### config.mk
export PLATFORM = sky130hd
export DESIGN_NAME = card_board_ctl_flat
export DESIGN_NICKNAME = d
export VERILOG_FILES = /design/src/rtl/memory_game_pkg.sv /design/src/rtl/card_board_ctl_if.sv /design/src/rtl/card_regfile.sv /design/src/rtl/card_board_ctl.sv /design/src/flat_wrapper.sv
export SDC_FILE = /design/constraint.sdc
export NUM_CORES = 1
export LEC_CHECK = 0
export ABC_AREA = 1
export BUFFER_PORTS_ARGS = -buffer_cell sky130_fd_sc_hd__buf_2
export CORE_UTILIZATION = 50
export CTS_BUF_LIST = sky130_fd_sc_hd__clkbuf_16
export CTS_CLUSTER_DIAMETER = 150
export DETAILED_ROUTE_END_ITERATION = 7
export GPL_TIMING_DRIVEN = 0
export PLACE_DENSITY = 0.67
export SETUP_SLACK_MARGIN = 0.05
export SYNTH_ARGS = -nofsm -noshare
export SYNTH_HDL_FRONTEND = slang
export SYNTH_SLANG_ARGS = --single-unit
### constraint.sdc
create_clock -name clk -period 3.3 [get_ports clk]
set_input_delay 0.165 -clock clk [delete_from_list [all_inputs] [get_ports clk]]
set_output_delay 0.165 -clock clk [all_outputs]
set_load 0.1 [all_outputs]
### src/rtl/memory_game_pkg.sv
// Shared definitions for the memory-game card board.
//   - Board word field positions (active, discovered, colour).
//   - Card address range and number of pairs in a full game.
//   - Controller state encoding, also exported on the debug state output.
//   - is_card(): true for addresses that hold a playable card.
package memory_game_pkg;

    localparam int WORD_W      = 14;
    localparam int ADDR_W      = 4;
    localparam int NUM_ENTRIES = 16;

    localparam int ACTIVE_BIT = 0;
    localparam int DISC_BIT   = 1;
    localparam int COLOR_MSB  = 13;
    localparam int COLOR_LSB  = 2;

    localparam logic [ADDR_W-1:0] FIRST_CARD = 4'd1;
    localparam logic [ADDR_W-1:0] LAST_CARD  = 4'd12;
    localparam logic [2:0]        NUM_PAIRS  = 3'd6;

    typedef enum logic [2:0] {
        ST_IDLE      = 3'd0,
        ST_LOAD      = 3'd1,
        ST_READY     = 3'd2,
        ST_ONE_UP    = 3'd3,
        ST_COMPARE   = 3'd4,
        ST_HIDE_WAIT = 3'd5,
        ST_WON       = 3'd6
    } state_t;

    function automatic logic is_card(input logic [ADDR_W-1:0] idx);
        return (idx >= FIRST_CARD) && (idx <= LAST_CARD);
    endfunction

endpackage

### src/rtl/card_board_ctl_if.sv
// Bus between the card-board controller and its environment (colour
// generator, player input, VGA renderer).
//   start              : begin a new game
//   cc_enable/cc_data/cc_address : colour generator enable and its output word
//   flip_req/flip_idx/flip_ack   : player flip request
//   rd_addr/rd_data    : renderer read port (1-cycle latency)
//   busy/pair_count/moves/game_won : game status
//   state_dbg          : controller state, for observation only
// Flip handshake: flip_req is a level qualified by flip_idx and sampled
// every clock. flip_ack is a one-cycle pulse in the cycle after an accepted
// request; a request that is not acked was dropped, not queued. A requester
// holding flip_req for several cycles on the same card gets one ack at most,
// because the card is face up after the first acceptance.
// Modports: master = environment side, slave = controller side.
interface card_board_ctl_if #(
    parameter int MOVES_W = 8
);
    logic                    start;
    logic                    cc_enable;
    logic [13:0]             cc_data;
    logic [3:0]              cc_address;
    logic                    flip_req;
    logic [3:0]              flip_idx;
    logic                    flip_ack;
    logic [3:0]              rd_addr;
    logic [13:0]             rd_data;
    logic                    busy;
    logic [2:0]              pair_count;
    logic [MOVES_W-1:0]      moves;
    logic                    game_won;
    memory_game_pkg::state_t state_dbg;

    modport master (
        output start, cc_data, cc_address, flip_req, flip_idx, rd_addr,
        input  cc_enable, flip_ack, rd_data, busy, pair_count, moves,
               game_won, state_dbg
    );

    modport slave (
        input  start, cc_data, cc_address, flip_req, flip_idx, rd_addr,
        output cc_enable, flip_ack, rd_data, busy, pair_count, moves,
               game_won, state_dbg
    );
endinterface

### src/rtl/card_regfile.sv
// 16 x 14-bit board register file.
//   clk, rst_n       : clock, async active-low clear of every entry
//   clr_all_i        : synchronous clear of every entry (new game)
//   we_i/waddr_i/wdata_i : full-word write, only card addresses take effect
//   set_disc_i/clr_disc_i/clr_active_i : per-entry bit updates, any number
//                      of entries in the same cycle
//   peek0_addr_i/peek0_o : combinational full-word view for flip checks
//   peek1_addr_i/peek1_color_o : combinational colour view for compare
//   raddr_i/rdata_o  : registered read port, returns pre-write contents
module card_regfile
    import memory_game_pkg::*;
(
    input  logic                   clk,
    input  logic                   rst_n,
    input  logic                   clr_all_i,
    input  logic                   we_i,
    input  logic [ADDR_W-1:0]      waddr_i,
    input  logic [WORD_W-1:0]      wdata_i,
    input  logic [NUM_ENTRIES-1:0] set_disc_i,
    input  logic [NUM_ENTRIES-1:0] clr_disc_i,
    input  logic [NUM_ENTRIES-1:0] clr_active_i,
    input  logic [ADDR_W-1:0]      peek0_addr_i,
    output logic [WORD_W-1:0]      peek0_o,
    input  logic [ADDR_W-1:0]      peek1_addr_i,
    output logic [11:0]            peek1_color_o,
    input  logic [ADDR_W-1:0]      raddr_i,
    output logic [WORD_W-1:0]      rdata_o
);
    logic [WORD_W-1:0] mem_q [NUM_ENTRIES];
    logic [WORD_W-1:0] rdata_q;

    always_ff @(posedge clk or negedge rst_n) begin
        if (!rst_n) begin
            for (int i = 0; i < NUM_ENTRIES; i++) mem_q[i] <= '0;
            rdata_q <= '0;
        end else begin
            rdata_q <= mem_q[raddr_i];
            for (int i = 0; i < NUM_ENTRIES; i++) begin
                if (clr_all_i) begin
                    mem_q[i] <= '0;
                end else if (we_i && (waddr_i == ADDR_W'(i)) && is_card(ADDR_W'(i))) begin
                    mem_q[i] <= wdata_i;
                end else begin
                    // Set wins over clear; the controller never asks for both.
                    if (set_disc_i[i])      mem_q[i][DISC_BIT] <= 1'b1;
                    else if (clr_disc_i[i]) mem_q[i][DISC_BIT] <= 1'b0;
                    if (clr_active_i[i])    mem_q[i][ACTIVE_BIT] <= 1'b0;
                end
            end
        end
    end

    assign peek0_o       = mem_q[peek0_addr_i];
    assign peek1_color_o = mem_q[peek1_addr_i][COLOR_MSB:COLOR_LSB];
    assign rdata_o       = rdata_q;
endmodule

### src/rtl/card_board_ctl.sv
// Card-board controller: loads 12 card colours from the colour generator,
// then runs the two-flip memory game (reveal, compare, retire or hide).
//   clk, rst_n : clock, async active-low reset
//   bus        : card_board_ctl_if.slave (generator, flip, read port, status)
// Parameters: HIDE_CYCLES = cycles a mismatched pair stays face up,
//             MOVES_W = width of the saturating move counter.
module card_board_ctl
    import memory_game_pkg::*;
#(
    parameter int HIDE_CYCLES = 65_000_000,
    parameter int MOVES_W     = 8
) (
    input  logic              clk,
    input  logic              rst_n,
    card_board_ctl_if.slave   bus
);
    localparam int HIDE_W = $clog2(HIDE_CYCLES + 1);
    localparam logic [HIDE_W-1:0] HIDE_LAST = HIDE_W'(HIDE_CYCLES - 1);

    state_t               state_q, state_d;
    logic [ADDR_W-1:0]    a_q, a_d, b_q, b_d;
    logic [HIDE_W-1:0]    hide_cnt_q, hide_cnt_d;
    logic [2:0]           pair_q, pair_d;
    logic [MOVES_W-1:0]   moves_q, moves_d;
    logic                 flip_ack_q, cc_enable_q, busy_q, won_q;

    logic                   clr_all, load_we, flip_ok, colours_equal;
    logic [NUM_ENTRIES-1:0] set_disc, clr_disc, clr_active;
    logic [ADDR_W-1:0]      peek0_addr;
    logic [WORD_W-1:0]      peek0;
    logic [11:0]            peek1_color;
    logic [WORD_W-1:0]      load_word;

    // Generator status bits are replaced by "active, face down" on load.
    logic unused_gen_flags;
    assign unused_gen_flags = ^bus.cc_data[1:0];
    assign load_word        = {bus.cc_data[COLOR_MSB:COLOR_LSB], 1'b0, 1'b1};

    // In COMPARE the first peek port looks at card A; otherwise it checks the
    // card being flipped.
    assign peek0_addr    = (state_q == ST_COMPARE) ? a_q : bus.flip_idx;
    assign colours_equal = (peek0[COLOR_MSB:COLOR_LSB] == peek1_color);
    assign load_we       = (state_q == ST_LOAD) && !bus.start && is_card(bus.cc_address);
    assign flip_ok       = bus.flip_req && !bus.start
                        && ((state_q == ST_READY) || (state_q == ST_ONE_UP))
                        && is_card(bus.flip_idx)
                        && peek0[ACTIVE_BIT] && !peek0[DISC_BIT];

    card_regfile u_regfile (
        .clk           (clk),
        .rst_n         (rst_n),
        .clr_all_i     (clr_all),
        .we_i          (load_we),
        .waddr_i       (bus.cc_address),
        .wdata_i       (load_word),
        .set_disc_i    (set_disc),
        .clr_disc_i    (clr_disc),
        .clr_active_i  (clr_active),
        .peek0_addr_i  (peek0_addr),
        .peek0_o       (peek0),
        .peek1_addr_i  (b_q),
        .peek1_color_o (peek1_color),
        .raddr_i       (bus.rd_addr),
        .rdata_o       (bus.rd_data)
    );

    always_comb begin
        state_d    = state_q;
        a_d        = a_q;
        b_d        = b_q;
        hide_cnt_d = hide_cnt_q;
        pair_d     = pair_q;
        moves_d    = moves_q;
        clr_all    = 1'b0;
        set_disc   = '0;
        clr_disc   = '0;
        clr_active = '0;
        if (bus.start) begin
            state_d = ST_LOAD;
            pair_d  = '0;
            moves_d = '0;
            clr_all = 1'b1;
        end else begin
            case (state_q)
                ST_LOAD: begin
                    // The last card written ends the load; the generator's
                    // own done flag is not needed.
                    if (load_we && (bus.cc_address == LAST_CARD)) state_d = ST_READY;
                end
                ST_READY: begin
                    if (flip_ok) begin
                        set_disc[bus.flip_idx] = 1'b1;
                        a_d     = bus.flip_idx;
                        state_d = ST_ONE_UP;
                    end
                end
                ST_ONE_UP: begin
                    if (flip_ok) begin
                        set_disc[bus.flip_idx] = 1'b1;
                        b_d     = bus.flip_idx;
                        state_d = ST_COMPARE;
                    end
                end
                ST_COMPARE: begin
                    if (moves_q != '1) moves_d = moves_q + MOVES_W'(1);
                    if (colours_equal) begin
                        clr_active[a_q] = 1'b1;
                        clr_active[b_q] = 1'b1;
                        pair_d  = pair_q + 3'd1;
                        state_d = ((pair_q + 3'd1) == NUM_PAIRS) ? ST_WON : ST_READY;
                    end else begin
                        hide_cnt_d = '0;
                        state_d    = ST_HIDE_WAIT;
                    end
                end
                ST_HIDE_WAIT: begin
                    if (hide_cnt_q == HIDE_LAST) begin
                        clr_disc[a_q] = 1'b1;
                        clr_disc[b_q] = 1'b1;
                        state_d       = ST_READY;
                    end else begin
                        hide_cnt_d = hide_cnt_q + HIDE_W'(1);
                    end
                end
                default: ;
            endcase
        end
    end

    // Status outputs are registered from the next state so they line up
    // exactly with the state they describe.
    always_ff @(posedge clk or negedge rst_n) begin
        if (!rst_n) begin
            state_q     <= ST_IDLE;
            a_q         <= '0;
            b_q         <= '0;
            hide_cnt_q  <= '0;
            pair_q      <= '0;
            moves_q     <= '0;
            flip_ack_q  <= 1'b0;
            cc_enable_q <= 1'b0;
            busy_q      <= 1'b0;
            won_q       <= 1'b0;
        end else begin
            state_q     <= state_d;
            a_q         <= a_d;
            b_q         <= b_d;
            hide_cnt_q  <= hide_cnt_d;
            pair_q      <= pair_d;
            moves_q     <= moves_d;
            flip_ack_q  <= flip_ok;
            cc_enable_q <= (state_d == ST_LOAD);
            busy_q      <= (state_d == ST_LOAD) || (state_d == ST_COMPARE)
                        || (state_d == ST_HIDE_WAIT);
            won_q       <= (state_d == ST_WON);
        end
    end

    assign bus.cc_enable  = cc_enable_q;
    assign bus.flip_ack   = flip_ack_q;
    assign bus.busy       = busy_q;
    assign bus.pair_count = pair_q;
    assign bus.moves      = moves_q;
    assign bus.game_won   = won_q;
    assign bus.state_dbg  = state_q;
endmodule
### src/flat_wrapper.sv
// flat-port wrapper written by rule: the top's interface ports become plain ports
module card_board_ctl_flat import memory_game_pkg::*;
#(
    parameter int HIDE_CYCLES = 65_000_000,
    parameter int MOVES_W     = 8
)
  (clk, rst_n, bus_start, bus_cc_data, bus_cc_address, bus_flip_req, bus_flip_idx, bus_rd_addr, bus_cc_enable, bus_flip_ack, bus_rd_data, bus_busy, bus_pair_count, bus_moves, bus_game_won, bus_state_dbg);
  card_board_ctl_if #(.MOVES_W(MOVES_W)) bus_i ();
  input  logic clk;
  input  logic rst_n;
  input wire logic [$bits(bus_i.start)-1:0] bus_start;
  input wire logic [$bits(bus_i.cc_data)-1:0] bus_cc_data;
  input wire logic [$bits(bus_i.cc_address)-1:0] bus_cc_address;
  input wire logic [$bits(bus_i.flip_req)-1:0] bus_flip_req;
  input wire logic [$bits(bus_i.flip_idx)-1:0] bus_flip_idx;
  input wire logic [$bits(bus_i.rd_addr)-1:0] bus_rd_addr;
  output wire logic [$bits(bus_i.cc_enable)-1:0] bus_cc_enable;
  output wire logic [$bits(bus_i.flip_ack)-1:0] bus_flip_ack;
  output wire logic [$bits(bus_i.rd_data)-1:0] bus_rd_data;
  output wire logic [$bits(bus_i.busy)-1:0] bus_busy;
  output wire logic [$bits(bus_i.pair_count)-1:0] bus_pair_count;
  output wire logic [$bits(bus_i.moves)-1:0] bus_moves;
  output wire logic [$bits(bus_i.game_won)-1:0] bus_game_won;
  output wire logic [$bits(bus_i.state_dbg)-1:0] bus_state_dbg;
  assign bus_i.start = bus_start;
  assign bus_i.cc_data = bus_cc_data;
  assign bus_i.cc_address = bus_cc_address;
  assign bus_i.flip_req = bus_flip_req;
  assign bus_i.flip_idx = bus_flip_idx;
  assign bus_i.rd_addr = bus_rd_addr;
  assign bus_cc_enable = bus_i.cc_enable;
  assign bus_flip_ack = bus_i.flip_ack;
  assign bus_rd_data = bus_i.rd_data;
  assign bus_busy = bus_i.busy;
  assign bus_pair_count = bus_i.pair_count;
  assign bus_moves = bus_i.moves;
  assign bus_game_won = bus_i.game_won;
  assign bus_state_dbg = bus_i.state_dbg;
  card_board_ctl #(.HIDE_CYCLES(HIDE_CYCLES), .MOVES_W(MOVES_W)) u_core (.clk(clk), .rst_n(rst_n), .bus(bus_i));
endmodule
==> results.txt <==
----------------------------------------------------
[Global routing]
  Global route total overflow ... 0
  Initial antenna violation count ... 1
  Number of global-route vias before repair ... 15,540
  Largest net degree at the start of global routing ... 90
  Total track usage ... 45.54%
  Wire length of the first global-routing pass ... 97.81 mm

[Flow run]
  Number of violations of the max-capacitance limit ... 0

[Critical path]
  Highest net fanout along the worst path ... 8
  Type of the worst setup path ... flip-flop to flip-flop
  Critical Path RT ... 3770 ps
  Crit start category ... flip-flop
  Worst Setup End Kind ... flip-flop
  Arrival time reported for the critical path endpoint ... 3750 ps

[Layout]
  Final net count ... 2,234
  Commonest cells after routing, fill and taps aside ... 505 x sky130_fd_sc_hd__nand2_1, 295 x sky130_fd_sc_hd__o21ai_0, 233 x sky130_fd_sc_hd__dfrtp_1, 181 x sky130_fd_sc_hd__nand3_1, 175 x sky130_fd_sc_hd__inv_1
  Final cell count without fillers ... 2,601
  Share of cells above drive strength 1 ... 12.92%
  Share of the core filled with cells ... 61.65%
  Most frequent standard cell in the layout excluding fill and tap cells ... sky130_fd_sc_hd__nand2_1
  Post-synthesis to final-layout area growth ... 19.85%
  Final instance area ... 17,320 um2

[STA]
  Clock period minus worst slack ... 3279 ps
  Max-slew violations ... 0
  Final clock period utilization by the worst path ... between 90 and 100%
  Relative slew slack ... roughly 7.5%
  Max Clock Skew ... between 20 and 25 ps
  Endpoints failing hold ... 0
  Crit path setup slack, layout ... approximately 21 ps
  RSZ-0062 raised after global routing ... yes
  Upper clock frequency limit ... a little over 300 MHz
  Pin slew with the least headroom to its limit ... 1382 ps
  Final setup violation count ... 0

[Logic synthesis]
  Share of synthesized flip-flops with an asynchronous set or reset ... 100.0%
  Yosys top cell area share ... 41.22%
  Dominant register cell in the synthesized netlist ... sky130_fd_sc_hd__dfrtp_1
  EDFF count, synth ... 0
  Number of unique standard cell types used by synthesis ... 47
  Number of synthesis warnings ... 0
  Register area share after synthesis ... 41.22%
  Number of synthesized register bits ... 238
  Ranking of synthesized cells by area ... sky130_fd_sc_hd__dfrtp_1 41%, sky130_fd_sc_hd__nand2_1 14%, sky130_fd_sc_hd__o21ai_0 11%
  Synthesized Nets ... 2,106
  Post-synth design cell area ... 14,450 um2
  Largest area contributor in the netlist ... sky130_fd_sc_hd__dfrtp_1
  Count of mapped cells out of synthesis ... 2,072
  Mean instance size in the synthesized netlist ... 6.973 um2

[Min path]
  Tightest Hold Check Type ... input port to flip-flop

[Routing]
  DRC Markers ... 0
  DRT Pass-1 Iters ... 7
  Number of vias per cell ... 6.601
  Number of vias after detailed routing ... 17,170
  Routed wire length ... 67.75 mm
  Wire length per cell ... 26.05 um
  Detailed Route Iter0 Violations ... 3,275
  Count of antenna-violating nets left after detailed routing ... 0

[CTS]
  TritonCTS clock tree ... done
  Clk slew on worst S/H paths ... 60 ps
  Total CTS buffers ... 28
  Insertion delay to the later sink of the worst-skew pair ... 570 ps
  H-tree levels ... 1
  Root buffer cell ... sky130_fd_sc_hd__clkbuf_16
  Buffers from clock root to sink, at most ... 3
  Sinks on the clock net ... 238

[Floorplan]
  Boundary Pins ... 62
  Die area ... 29,580 um2
  Placeable core region ... 28,090 um2
  Width of the die ... about 170 um
  Initial core utilization ... between 50% and 60%
  Number of standard-cell rows in the floorplan ... 61
  Vert. Die Dim ... 172.0 um

[Placed design]
  Placed Instances ... 2,509
  DP Worst Slack ... -892.4 ps
  Detailed placer's ending HPWL ... 47.73 mm
  Placer's final routability congestion estimate ... 1.068
  Count of buffers from port buffering ... 57
  Cell area after placement ... 15,270 um2

[Power and ir drop]
  Worst vdd rail ir drop ... ~0.52 mV
  Leakage power total ... about 7.7 nW
  Power density normalized to cell area ... around 550 nW/um2

[Status]
  Status ... complete, no violations

----------------------------------------------------
==> flip-flops by register name, summed over array words and instances, names as in the netlist <==
signal and flops:
u_core.u_regfile.mem_q 172, u_core.hide_cnt_q 26, u_core.u_regfile.rdata_o 14, u_core.bus.moves 8, u_core.a_q 4, u_core.b_q 4
u_core.bus.pair_count 3, u_core.bus.state_dbg 3, u_core.bus.busy 1, u_core.bus.cc_enable 1, u_core.bus.flip_ack 1, u_core.bus.game_won 1
==> cells in the mapped netlist (2+ instances only) <==
cell type,n
sky130_fd_sc_hd__o221ai_1,17
sky130_fd_sc_hd__nand2_1,531
sky130_fd_sc_hd__a221o_1,2
sky130_fd_sc_hd__dfrtp_1,238
sky130_fd_sc_hd__nand3_1,203
sky130_fd_sc_hd__a22oi_1,13
sky130_fd_sc_hd__o21ai_0,304
sky130_fd_sc_hd__o21ai_2,2
sky130_fd_sc_hd__nand2_2,3
sky130_fd_sc_hd__o21ai_4,2
sky130_fd_sc_hd__or2_2,16
sky130_fd_sc_hd__xor2_1,8
sky130_fd_sc_hd__nand4_1,15
sky130_fd_sc_hd__a221oi_1,10
sky130_fd_sc_hd__clkbuf_1,85
sky130_fd_sc_hd__buf_1,7
sky130_fd_sc_hd__a21boi_0,10
sky130_fd_sc_hd__nor2_2,4
sky130_fd_sc_hd__inv_1,169
sky130_fd_sc_hd__buf_2,25
sky130_fd_sc_hd__nand3_2,2
sky130_fd_sc_hd__inv_2,3
sky130_fd_sc_hd__nand3b_1,8
sky130_fd_sc_hd__nor2_1,181
sky130_fd_sc_hd__o31ai_1,2
sky130_fd_sc_hd__o211ai_1,6
sky130_fd_sc_hd__nor4_1,7
sky130_fd_sc_hd__o21ai_1,12
sky130_fd_sc_hd__buf_4,4
sky130_fd_sc_hd__a21oi_1,71
sky130_fd_sc_hd__o22ai_1,69
sky130_fd_sc_hd__o2111ai_1,5
sky130_fd_sc_hd__ha_1,4
sky130_fd_sc_hd__a31oi_1,4
sky130_fd_sc_hd__a211oi_1,4
sky130_fd_sc_hd__o311ai_0,2
sky130_fd_sc_hd__nor3_1,14
==> critical path: stages (launching register included) <==
cell,delay [ps]
sky130_fd_sc_hd__dfrtp_2,450
sky130_fd_sc_hd__nor2_4,240
sky130_fd_sc_hd__nand2_4,120
sky130_fd_sc_hd__buf_12,170
sky130_fd_sc_hd__nand2_4,60
sky130_fd_sc_hd__o21ai_4,60
sky130_fd_sc_hd__buf_12,150
sky130_fd_sc_hd__buf_12,140
sky130_fd_sc_hd__o211ai_1,80
sky130_fd_sc_hd__nand3_1,150
sky130_fd_sc_hd__nand2_2,190
sky130_fd_sc_hd__nand2_2,80
sky130_fd_sc_hd__nand2_2,60
sky130_fd_sc_hd__nand2_2,60
sky130_fd_sc_hd__nor2_2,130
sky130_fd_sc_hd__nand2_2,80
sky130_fd_sc_hd__nor2_4,240
sky130_fd_sc_hd__nand3_4,180
sky130_fd_sc_hd__nand3_4,240
sky130_fd_sc_hd__clkbuf_16,210
sky130_fd_sc_hd__nand2_1,40
sky130_fd_sc_hd__o21ai_0,70
==> path summary, 6_finish.rpt <==
path / startpoint / to / slack (ps) / cells after the start
worst max-delay path: u_core.bus.state_dbg[1] / u_core.hide_cnt_q[7] / 20 / 21
max in group asynchronous: rst_n / u_core.bus.state_dbg[0] / 2200 / 3
worst max register to register: u_core.bus.state_dbg[1] / u_core.hide_cnt_q[7] / 20 / 21
worst min register to register: u_core.u_regfile.mem_q[204] / u_core.u_regfile.mem_q[204] / 490 / 2
min in group asynchronous: rst_n / u_core.u_regfile.mem_q[104] / 160 / 2
worst min-delay path: bus_cc_address[2] / u_core.u_regfile.mem_q[196] / 20 / 4
==> routing by layer <==
layer | GRT usage, % | wire length [um]
met5 | 0 | 0
met4 | 25.86 | 4827
met3 | 13.85 | 10110
met2 | 63.59 | 26830
met1 | 62.17 | 25980
==> area by class of cell <==
type | count | area, um2
Antenna cell | 1 | 2.502
Buffer | 122 | 754.5
Multi-Input combinational cell | 1540 | 7725
Timing Repair Buffer | 97 | 773.2
Sequential cell | 238 | 5962
Tap cell | 378 | 473.0
Inverter | 173 | 666.9
Fill cell | 2672 | 10770
Clock inverter | 23 | 234.0
Clock buffer | 29 | 725.7
==> cell families (layout without fill, tap and decap cells) <==
| family | count (synthesis) | count (layout) | share of synthesized area, % |
|---|---|---|---|
| other | 0 | 1 | 0 |
| flip-flops | 238 | 238 | 41.22 |
| adder cells (fa/ha/maj) | 4 | 4 | 0.3464 |
| buffers and inverters | 295 | 444 | 8.036 |
| AO/OA/AOI/OAI | 541 | 541 | 21.29 |
| XOR/XNOR | 9 | 9 | 0.5456 |
| AND/OR/NAND/NOR | 985 | 986 | 28.57 |
==> power by group <==
group          internal (mW)  switching, mW  total, mW
Combinational          0.789           2.04       2.83
Clock                   1.97           1.32       3.29
Sequential              3.14          0.289       3.43
==> metrics by stage <==
step / hold slack, ps / setup TNS (ps) / power, mW
final: 22.72 / 0 / 9.546
after global routing: 55.09 / -31.33 / 9.811
after CTS: 23.13 / 0 / 9.142
after detailed placement: 150.6 / -35540 / 5.808
after global placement: 444.7 / -559620 / 5.775
after floorplan: -130.6 / 0 / 4.931
==> what timing repair did <==
item / in CTS / in global routing
resized for setup: 61 / 166
hold buffers: 17 / 0
hold endpoints to repair: 91 / 0
gates cloned: 0 / 6
buffers inserted: 7 / 9
setup endpoints to repair: 47 / 83
pin swaps: 4 / 25
No activity file was read; power rests on OpenSTA's default activity.
